### config.mk
export PLATFORM = sky130hd
export DESIGN_NAME = div_sequencer
export DESIGN_NICKNAME = d
export VERILOG_FILES = /design/src/rtl/div_sequencer.sv
export SDC_FILE = /design/constraint.sdc
export NUM_CORES = 1
export LEC_CHECK = 0
export CORE_MARGIN = 10
export CORE_UTILIZATION = 50
export DETAILED_ROUTE_END_ITERATION = 16
export GPL_TIMING_DRIVEN = 1
export PLACE_DENSITY = 0.89
export SLEW_MARGIN = 30
export SYNTH_ARGS = -nofsm -noshare
export SYNTH_HDL_FRONTEND = slang
export SYNTH_SLANG_ARGS = --single-unit
export TNS_END_PERCENT = 5
### constraint.sdc
create_clock -name clk -period 3 [get_ports clk]
set_input_delay 0.45 -clock clk [delete_from_list [all_inputs] [get_ports clk]]
set_output_delay 0.45 -clock clk [all_outputs]
set_load 0.02 [all_outputs]
### src/rtl/div_sequencer.sv
// Multi-cycle unsigned restoring divider: one quotient bit per clock, start/busy/done handshake.
// Returns quotient and remainder; divide by zero yields an all-ones quotient and flags it.
module div_sequencer #(
    parameter int unsigned WIDTH = 32,
    parameter int unsigned CNT_W = 6   // must satisfy 2**CNT_W > WIDTH
) (
    input  logic             clk,
    input  logic             reset_n,
    input  logic             start,
    input  logic [WIDTH-1:0] dividend,
    input  logic [WIDTH-1:0] divisor,
    output logic             busy,
    output logic             done,
    output logic [WIDTH-1:0] quotient,
    output logic [WIDTH-1:0] remainder,
    output logic             div_by_zero
);

    typedef enum logic [1:0] {StIdle, StRun, StDone} state_e;

    state_e             state_q, state_d;
    logic [CNT_W-1:0]   cnt_q, cnt_d;
    logic [WIDTH-1:0]   prem_q, prem_d;
    logic [WIDTH-1:0]   shift_q, shift_d;
    logic [WIDTH-1:0]   dvsr_q, dvsr_d;
    logic [WIDTH-1:0]   quot_q, quot_d;
    logic [WIDTH-1:0]   rem_q, rem_d;
    logic               dbz_q, dbz_d;

    logic [WIDTH:0]     shifted;
    logic [WIDTH:0]     trial;
    logic               qbit;

    always_comb begin
        // Keep the partial remainder's top bit so divisors with the MSB set stay exact.
        shifted = {prem_q, shift_q[WIDTH-1]};
        trial   = shifted - {1'b0, dvsr_q};
        qbit    = ~trial[WIDTH];

        state_d = state_q;
        cnt_d   = cnt_q;
        prem_d  = prem_q;
        shift_d = shift_q;
        dvsr_d  = dvsr_q;
        quot_d  = quot_q;
        rem_d   = rem_q;
        dbz_d   = dbz_q;

        unique case (state_q)
            StIdle: begin
                if (start) begin
                    dvsr_d = divisor;
                    if (divisor == '0) begin
                        quot_d  = '1;
                        rem_d   = dividend;
                        dbz_d   = 1'b1;
                        state_d = StDone;
                    end else begin
                        cnt_d   = CNT_W'(WIDTH - 1);
                        prem_d  = '0;
                        shift_d = dividend;
                        state_d = StRun;
                    end
                end
            end
            StRun: begin
                prem_d  = qbit ? trial[WIDTH-1:0] : shifted[WIDTH-1:0];
                shift_d = {shift_q[WIDTH-2:0], qbit};
                cnt_d   = cnt_q - CNT_W'(1);
                if (cnt_q == '0) begin
                    // Results only move on completion so they hold through the next RUN.
                    quot_d  = shift_d;
                    rem_d   = prem_d;
                    dbz_d   = 1'b0;
                    state_d = StDone;
                end
            end
            StDone: begin
                state_d = StIdle;
            end
            default: begin
                state_d = StIdle;
            end
        endcase
    end

    always_ff @(posedge clk or negedge reset_n) begin
        if (!reset_n) begin
            state_q <= StIdle;
            cnt_q   <= '0;
            prem_q  <= '0;
            shift_q <= '0;
            dvsr_q  <= '0;
            quot_q  <= '0;
            rem_q   <= '0;
            dbz_q   <= 1'b0;
        end else begin
            state_q <= state_d;
            cnt_q   <= cnt_d;
            prem_q  <= prem_d;
            shift_q <= shift_d;
            dvsr_q  <= dvsr_d;
            quot_q  <= quot_d;
            rem_q   <= rem_d;
            dbz_q   <= dbz_d;
        end
    end

    assign busy        = (state_q != StIdle);
    assign done        = (state_q == StDone);
    assign quotient    = quot_q;
    assign remainder   = rem_q;
    assign div_by_zero = dbz_q;

endmodule

==> results.cfg <==
[logic_synthesis]
avgSynthCellArea_um2 = 9.14
synth_edf_count = 0
yosysWarningCount = 0
synth_nets = 1085
ys_ff_latch = 169
seq_area_frac_synth = 0.471
synth-async-reset-ratio = 1.00
synth_area_um2 = 8980
synth_top_area_cell = dfrtp_1
synth_common_cells = 169 x dfrtp_1, 126 x nand2_1, 122 x o21ai_0
synth_cells = 983
synth_top_cell_area_share = 0.471
synth-main-ff-cell = dfrtp_1
synthTopCellsByArea = dfrtp_1 47%, o21ai_0 6.8%, nand2_1 5.3%
yosysMostFrequentCell = dfrtp_1
ys_types = 55

[hold_path]
hold_start = remainder[8]
whs_endpoint = remainder[8]
hold_class = reg -> reg
whs_path_depth = 2

[clock_tree]
clockBufferDepth = 2
clkTransAtPathRegs_ns = 0.07
cts.sinks = 169
cts_buffers = 17
h-tree-depth = 4
cts-root-buf = clkbuf_16
insertion_delay_ns = 0.44
tritoncts = built

[route]
routed_via_density = 6.01
drt_wl_total_mm = 28.8
first_iter_violations = 1004
dr.pass1.iters = 5
route.detailed.drc = 0
ant_nets = 0
dr_total_vias = 8431
avgRoutedWirePerCell_um = 20.5

[die]
rows = 48
die_x_um = 154
start_util = 0.514
dieArea_um2 = 23700
core-area_um2 = 17500
die_h_um = 154
pin_count = 134

[setup_path]
path_cells = inv_1 -> ha_2 -> inv_2 -> fa_2 -> a21o_1 -> a221oi_2 -> or3_4 -> a2111oi_4 -> o21ai_2 -> a211oi_4 -> buf_12 -> buf_6 -> buf_4 -> nor3_4 -> a31oi_2 -> nand2_1
worstPathRequired_ns = 3.31
cp_num_buf_inv = 5
critical_path.max_stage_delay_ns = 0.45
timing.rr.end = prem_q[24]
cp-start-kind = flip-flop
crit_path_end_kind = flip-flop
path_delay_family = compound AO/OA/AOI/OAI gates
critPathKind = reg -> reg
reg2reg_depth = 16
critical_path.slowest_cell = a2111oi_4
cp.arrival_ns = 3.65
rr_startpoint = shift_q[31]
reg2reg_slack_ns = -0.34
cp_max_fo = 6

[final_layout]
area_growth_pct = 34.1
antenna_cells = 0
final_util = 0.689
fin_nets = 1267
layout-drive-gt1-share = 0.166

[flow_run]
maxCapViolations = 0

[global_route]
antenna_found_initial = 0
grt_pass1_wl_mm = 43.8
overflow = 0
grt_max_degree = 80
grt_use_total = 0.225
first_global_vias = 8256

[timing]
tightest_slew_ns = 0.726
slew_headroom = 0.516
fin_crit_ns = 3.34
max_freq_ghz = 0.300
rsz0062_at_grt = yes
worst_slack_ns = -0.339
finClkSkew_ns = 0.0115
finalSetupViolations = 65
maxSlewViolCount = 0
period_share = 1.11
hold_violations = 0

[placement]
gp_congestion = 0.933
place_hpwl_mm = 19.9
io_buffers = 133

[outcome]
status = finished with violations
violations = setup timing
[final cells by class]
type | instances | area (um2)
clock buffer | 19 | 453
clock inverter | 13 | 136
fill | 1230 | 5430
inverter | 47 | 176
multi-input combinational | 702 | 4600
sequential | 169 | 4230
tap | 225 | 282
timing repair buffer | 228 | 2160
[placed cells by master (no fill, tap or decap), drive strengths merged, types with 4 or more instances in the layout]
cell type,instances
a211oi,6
a21o,8
a21oi,78
a31oi,9
and3,10
buf,95
clkbuf,19
clkdlybuf4s50,132
clkinv,5
dfrtp,169
ha,34
inv,52
mux2i,41
nand2,126
nand2b,8
nand3,46
nand4,8
nor2,48
nor2b,7
nor3,12
nor4,11
o211ai,17
o21a,4
o21ai,126
o22a,31
o31ai,4
or3,4
xnor2,19
xor2,11
[per-stage QoR]
stage | instance area, um2 | setup TNS, ns | std cells | setup slack (ns) | hold slack, ns
final | 12000 | -13.21 | 1403 | -0.339 | 0.506
after global routing | 12000 | -22.32 | 1403 | -0.446 | 0.528
after CTS | 11800 | -5.34 | 1394 | -0.154 | 0.505
after detailed placement | 11100 | -6.59 | 1359 | -0.197 | 0.455
after global placement | 11100 | -1.84 | 1359 | -0.0874 | 0.456
after floorplan | 8990 | -0.00453 | 983 | -0.00453 | 0.154
[state kept, by name (all words and copies together) (netlist names)]
signal       flops
state_q          2
div_by_zero      1
shift_q         32
remainder       32
quotient        32
prem_q          32
cnt_q            6
dvsr_q          32
[kinds of logic after synthesis]
| kind of cell | share of synthesized area |
|---|---|
| adder cells (fa/ha/maj) | 0.0496 |
| flip-flops | 0.471 |
| buffers and inverters | 0.0482 |
| AO/OA/AOI/OAI | 0.205 |
| XOR/XNOR | 0.0293 |
| AND/OR/NAND/NOR | 0.149 |
| multiplexers | 0.0482 |
[how the worst max path moves through the flow]
stage / start / end / slack [ns] / cells after the start
after global placement: shift_q[31] / prem_q[29] / -0.09 / 13
after floorplan: shift_q[31] / remainder[23] / -0.005 / 14
after global routing: shift_q[31] / remainder[23] / -0.45 / 15
final: shift_q[31] / prem_q[24] / -0.34 / 16
after CTS: shift_q[31] / remainder[24] / -0.15 / 15
after detailed placement: shift_q[31] / remainder[7] / -0.20 / 15
[worst reg2reg max path, delay by kind of cell (launching register included)]
kind / cells / cell delay (ns)
compound gates: 6 / 1.33
buf+inv: 5 / 0.59
simple gates: 3 / 0.56
fa+ha+maj: 2 / 0.38
flops: 1 / 0.36
[per-layer routing]
metal / vias to the layer above / share of wire / track usage
li1: 3850 / - / -
met1: 4070 / 0.42 / 0.304
met2: 445 / 0.46 / 0.348
met3: 66 / 0.091 / 0.0491
met4: 0 / 0.027 / 0.0819
met5: - / 0 / 0
[repair_timing]
item / in CTS / in global routing
endpoints found under the hold margin: 7 / 0
setup buffers: 1 / 11
cloned: 1 / 0
pin swaps: 4 / 18
resized for setup: 11 / 68
endpoints found under the setup margin: 60 / 66
hold buffers: 1 / 0
Power is left out: the tool's default activity adds up to more than one toggle a clock period on the data nets, which glitch-free logic cannot reach.
==> RTL edit 1: new RTL, same settings <==
Register the input `divisor` before use, without a reset. The logic sees it one clock later. The other inputs are not delayed to match.
--- a/src/rtl/div_sequencer.sv
+++ b/src/rtl/div_sequencer.sv
@@ -18,4 +18,10 @@
 
     typedef enum logic [1:0] {StIdle, StRun, StDone} state_e;
+
+    logic [WIDTH-1:0] divisor_q;
+
+    always_ff @(posedge clk) begin
+        divisor_q <= divisor;
+    end
 
     state_e             state_q, state_d;
@@ -50,6 +56,6 @@
             StIdle: begin
                 if (start) begin
-                    dvsr_d = divisor;
-                    if (divisor == '0) begin
+                    dvsr_d = divisor_q;
+                    if (divisor_q == '0) begin
                         quot_d  = '1;
                         rem_d   = dividend;
Behaviour: not the same (Yosys sat finds a counterexample within 4 cycles, from zero or initial values and one cycle with reset_n low).
==> RTL edit 1 against the original RTL <==
The run still ends with negative setup slack left. Worst hold slack lost 110 ps. Global-route usage shrank 1.9 points. Wire length shrank 3.6%. Clock skew grew 6.5 ps. First-iteration DRC count shrank 18%. Count of clock-buffer cells in the layout grew 13. Non-clock buffer count shrank 38. Synthesized area grew 8.1%. Worst setup slack gained 320 ps. Sequential cell count grew 32. Cell area grew 3.7%.
==> RTL edit 1: results (changes against the original RTL) <==
status -> complete, but fails checks (unchanged)
failing checks -> negative setup slack (unchanged)
class of the worst hold path -> in2reg (was reg2reg)
H-Tree Level Count -> 1 (was 4)
Post-synth ARST share -> 0.8408 (was 1.000)
Synth cell types -> 66 (was 55)
gpl congestion -> 0.8925 (was 0.9332)
Max IR drop VDD -> 0.0007138 V
met1 usage -> 0.2912 (was 0.3037)
post-DP HPWL -> 19810 µm (was 19920 µm)
initial antenna violation count -> 0 (unchanged)
DRT iter0 DRCs -> 827 (was 1004)
Mapped Cells -> 1007 (was 983)
crit-path max FO -> 8 (was 6)
Worst Skew -> 17.94 ps (was 11.47 ps)
clk buf depth -> 3 (was 2)
setup TNS -> -28.57 ps (was -13210 ps)
number of global-route vias before repair -> 8350 (was 8256)
vias per cell -> 5.934 (was 6.009)
Crit path largest cell delay -> 380 ps (was 450 ps)
Net Count, Synth -> 1109 (was 1085)
Synth top cells by count -> dfrtp_1 (169), nand2_1 (141), o21ai_0 (104) (was dfrtp_1 (169), nand2_1 (126), o21ai_0 (122))
largest net degree at the start of global routing -> 72 (was 80)
Worst-path clk slew -> 60 ps
global-route wire length before repair -> 44320 µm (was 43810 µm)
register area share after synthesis -> 0.5016 (was 0.4709)
Critical Path AT -> 3380 ps (was 3650 ps)
CTS buffer count -> 21 (was 17)
fin cells -> 1430 (was 1403)
root buf cell -> clkbuf_16 (unchanged)
Worst slew margin -> 0.6104 (was 0.5163)
P_leak -> 5.457 nW
met3 capacity usage during global routing -> 0.04441 (was 0.04909)
antenna cells -> 0 (unchanged)
Skew-Pair Late Insertion Delay -> 500 ps (was 440 ps)
layout cells sized above 1 -> 0.1171 (was 0.1655)
I/O Buffers -> 133 (unchanged)
First-pass DRT Iterations -> 6 (was 5)
count leader, synth -> dfrtp_1 (unchanged)
Placement Cell Area -> 11600 µm² (was 11080 µm²)
Wirelength per Cell -> 19.43 µm (was 20.54 µm)
Layout Nets -> 1259 (was 1267)
final setup vio count -> 2 (was 65)
met2 Use GR -> 0.3201 (was 0.3482)
Layout fillers -> 1423 (was 1230)
gr usage total -> 0.2066 (was 0.2253)
synth warn -> 0 (unchanged)
Slowest-stage cell, CP -> dfrtp_1 (was a2111oi_4)
Setup WS post-layout -> -20.86 ps (was -338.7 ps)
top post-synthesis cells by area -> dfrtp_1 (44%), dfxtp_1 (6.6%), nand2_1 (5.5%) (was dfrtp_1 (47%), o21ai_0 (6.8%), nand2_1 (5.3%))
==> RTL edit 1: critical path: cells and delay by family, from the launching register on <==
kind	cells	cell delay (ps)
AO/OA/AOI/OAI	5	1050
adder cells (fa/ha/maj)	2	410
AND/OR/NAND/NOR	3	410
buffers and inverters	3	300
flip-flops	1	380
multiplexers	1	340
==> RTL edit 1: through the flow <==
stage | setup WS, ps | util | power (mW)
global route | -140.4 | 0.6607 | 19.29
finish | -20.86 | 0.6607 | 18.18
floorplan | 19.15 | - | 11.00
CTS | -1.870 | 0.6528 | 17.38
detailed placement | -15.31 | 0.6141 | 14.56
global placement | 45.49 | 0.6141 | 14.24
==> RTL edit 1: final cells by class <==
type | count | area, µm² | area share
flip-flops and latches | 201 | 4870 | 0.3901
clock buffers | 32 | 628.1 | 0.05032
repair buffers | 190 | 1849 | 0.1481
well taps | 260 | 325.3 | 0.02606
inverters | 48 | 180.2 | 0.01443
multi-input cells | 695 | 4607 | 0.3690
clock inverters | 4 | 23.77 | 0.001904
==> RTL edit 1: path summary, 6_finish.rpt <==
| check | startpoint | endpoint | slack (ps) | cells past startpoint |
|---|---|---|---|---|
| setup reg to reg | shift_q[31]$_DFFE_PN0P_ | remainder[2]$_DFFE_PN0P_ | -20 | 14 |
| hold reg to reg | divisor_q[19]$_DFF_P_ | dvsr_q[19]$_DFFE_PN0P_ | 460 | 2 |
| max in group asynchronous | reset_n | shift_q[13]$_DFFE_PN0P_ | 1710 | 3 |
| setup / recovery | shift_q[31]$_DFFE_PN0P_ | remainder[2]$_DFFE_PN0P_ | -20 | 14 |
| hold / removal | divisor[30] | divisor_q[30]$_DFF_P_ | 390 | 1 |
| min in group asynchronous | reset_n | shift_q[7]$_DFFE_PN0P_ | 440 | 2 |
==> RTL edit 1: logic make-up after synthesis <==
group	share of synthesized area
AOI/OAI and AO/OA	0.1985
buffers and inverters	0.04511
adders and majority gates	0.04588
xor gates and xnor gates	0.02707
and+or+nand+nor	0.1338
muxes	0.04807
DFF	0.5016
==> RTL edit 1: timing repair <==
item	4_1_cts	5_1_grt
hold endpoints to repair	34	0
setup buffers	2	3
hold buffers	1	0
gates resized for setup	5	39
setup endpoints to repair	9	50
gates cloned	1	0
pin swaps	8	27
==> RTL edit 1: report_power, final <==
group          internal (mW)  switching [mW]
clock network           1.44            1.03
registers               3.83           0.852
logic                   4.90            6.14
total                   10.2            8.02
==> RTL edit 1: layer usage <==
layer  up-vias  wire length, µm
met5         -                0
met4         0              478
met3        54             2564
met2       425            12460
met1      4118            12290
li1       3889                -
==> RTL edit 2: new RTL, same flow settings <==
Made on the original files. Change the parameter `CNT_W` from 6 to 12.
--- a/src/rtl/div_sequencer.sv
+++ b/src/rtl/div_sequencer.sv
@@ -3,5 +3,5 @@
 module div_sequencer #(
     parameter int unsigned WIDTH = 32,
-    parameter int unsigned CNT_W = 6   // must satisfy 2**CNT_W > WIDTH
+    parameter int unsigned CNT_W = 12   // must satisfy 2**CNT_W > WIDTH
 ) (
     input  logic             clk,
Check against the original RTL: no difference found for any inputs over 4 cycles, from zero or initial values and one cycle with reset_n low; that may be too few to reach the edited logic, so the function may still have changed.
==> RTL edit 2 against the original RTL <==
The flow still finishes with violations (negative setup slack). Synthesized area up 3.9%. Sequential cell count increased by 6. Count of clock-buffer cells in the layout is 1 lower. Cell area up 0.98%. Wire length down 4.5%. Utilization fell by 1.9 points. Worst setup slack gained 300 ps.
==> RTL edit 2: results (changes against the original RTL) <==
status -> complete, but fails checks (unchanged)
failing checks -> negative setup slack (unchanged)
met1 wire length -> 12090 µm (was 12140 µm)
top post-synthesis cells by area -> dfrtp_1 (47%), nand2_1 (6.7%), nor2_1 (5.8%) (was dfrtp_1 (47%), o21ai_0 (6.8%), nand2_1 (5.3%))
Placement Cell Area -> 11250 µm² (was 11080 µm²)
Setup WS post-layout -> -35.94 ps (was -338.7 ps)
final setup vio count -> 7 (was 65)
slew at the pin with the worst max-slew slack -> 685.7 ps (was 725.5 ps)
Critical Path AT -> 3360 ps (was 3650 ps)
layout cells sized above 1 -> 0.1199 (was 0.1655)
DRT Wirelength -> 27530 µm (was 28820 µm)
worst reg2reg startpoint -> prem_q[19]$_DFFE_PN0P_ (was shift_q[31]$_DFFE_PN0P_)
gpl congestion -> 0.9124 (was 0.9332)
Net Count, Synth -> 1158 (was 1085)
die area -> 24530 µm² (was 23720 µm²)
Worst R2R End -> remainder[3]$_DFFE_PN0P_ (was prem_q[24]$_DFFE_PN0P_)
register area share after synthesis -> 0.4694 (was 0.4709)
DRT iter0 DRCs -> 758 (was 1004)
Layout fillers -> 1359 (was 1230)
Synth cell types -> 62 (was 55)
setup TNS -> -110.9 ps (was -13210 ps)
Wirelength per Cell -> 18.92 µm (was 20.54 µm)
pre-CTS WS -> -76.75 ps (was -196.7 ps)
routed wl met2 -> 12490 µm (was 13290 µm)
Synth Register Bits -> 175 (was 169)
buffer share of cell area -> 0.1660 (was 0.1795)
# clk buffers -> 18 (was 19)
met2 Use GR -> 0.3276 (was 0.3482)
vias per cell -> 5.876 (was 6.009)
layout inverter count without the clock tree -> 45 (was 47)
#MultiIn Comb -> 771 (was 702)
nonclk buf count -> 205 (was 228)
Worst Skew -> 8.015 ps (was 11.47 ps)
WL met3 -> 2402 µm (was 2622 µm)
Skew-Pair Late Insertion Delay -> 440 ps (about the same)
Mapped Cells -> 1057 (was 983)
largest net degree at the start of global routing -> 76 (was 80)
met3 capacity usage during global routing -> 0.04770 (was 0.04909)
gr usage total -> 0.2170 (was 0.2253)
Clock-cell share -> 0.05309 (was 0.04894)
post-DP HPWL -> 19920 µm (about the same)
CTS resizes -> 7 (was 11)
mux share of post-synthesis cell area -> 0.02709 (was 0.04820)
Layout Nets -> 1316 (was 1267)
multi-input combinational area share -> 0.3834 (was 0.3823)
crit-path max FO -> 7 (was 6)
Slowest-stage cell, CP -> or4_4 (was a2111oi_4)
XOR/XNOR share of the synthesized area -> 0.03487 (was 0.02926)
FF+latch area -> 4379 µm² (was 4229 µm²)
class of the worst hold path -> in2async (was reg2reg)
RTL edit 2: cell types whose count changed after synthesis, sizes merged, moves of 18 or more:
| cell | change |
|---|---|
| nor2 | +96 |
| nand3 | -39 |
| o21ai | -48 |
| nand2 | +41 |
| a31oi | +32 |
| mux2i | -18 |
| a21o | +21 |
RTL edit 2: worst min path at each step:
stage	slack [ps]	depth (start not counted)	to	from
finish	10	1	shift_q[23]$_DFFE_PN0P_	reset_n
global route	80	1	quotient[28]$_DFFE_PN0P_	reset_n
CTS	50	1	quotient[28]$_DFFE_PN0P_	reset_n
detailed placement	490	1	remainder[4]$_DFFE_PN0P_	remainder[4]$_DFFE_PN0P_
global placement	470	1	remainder[3]$_DFFE_PN0P_	remainder[3]$_DFFE_PN0P_
floorplan	150	0	cnt_q[0]$_DFFE_PN0P_	reset_n
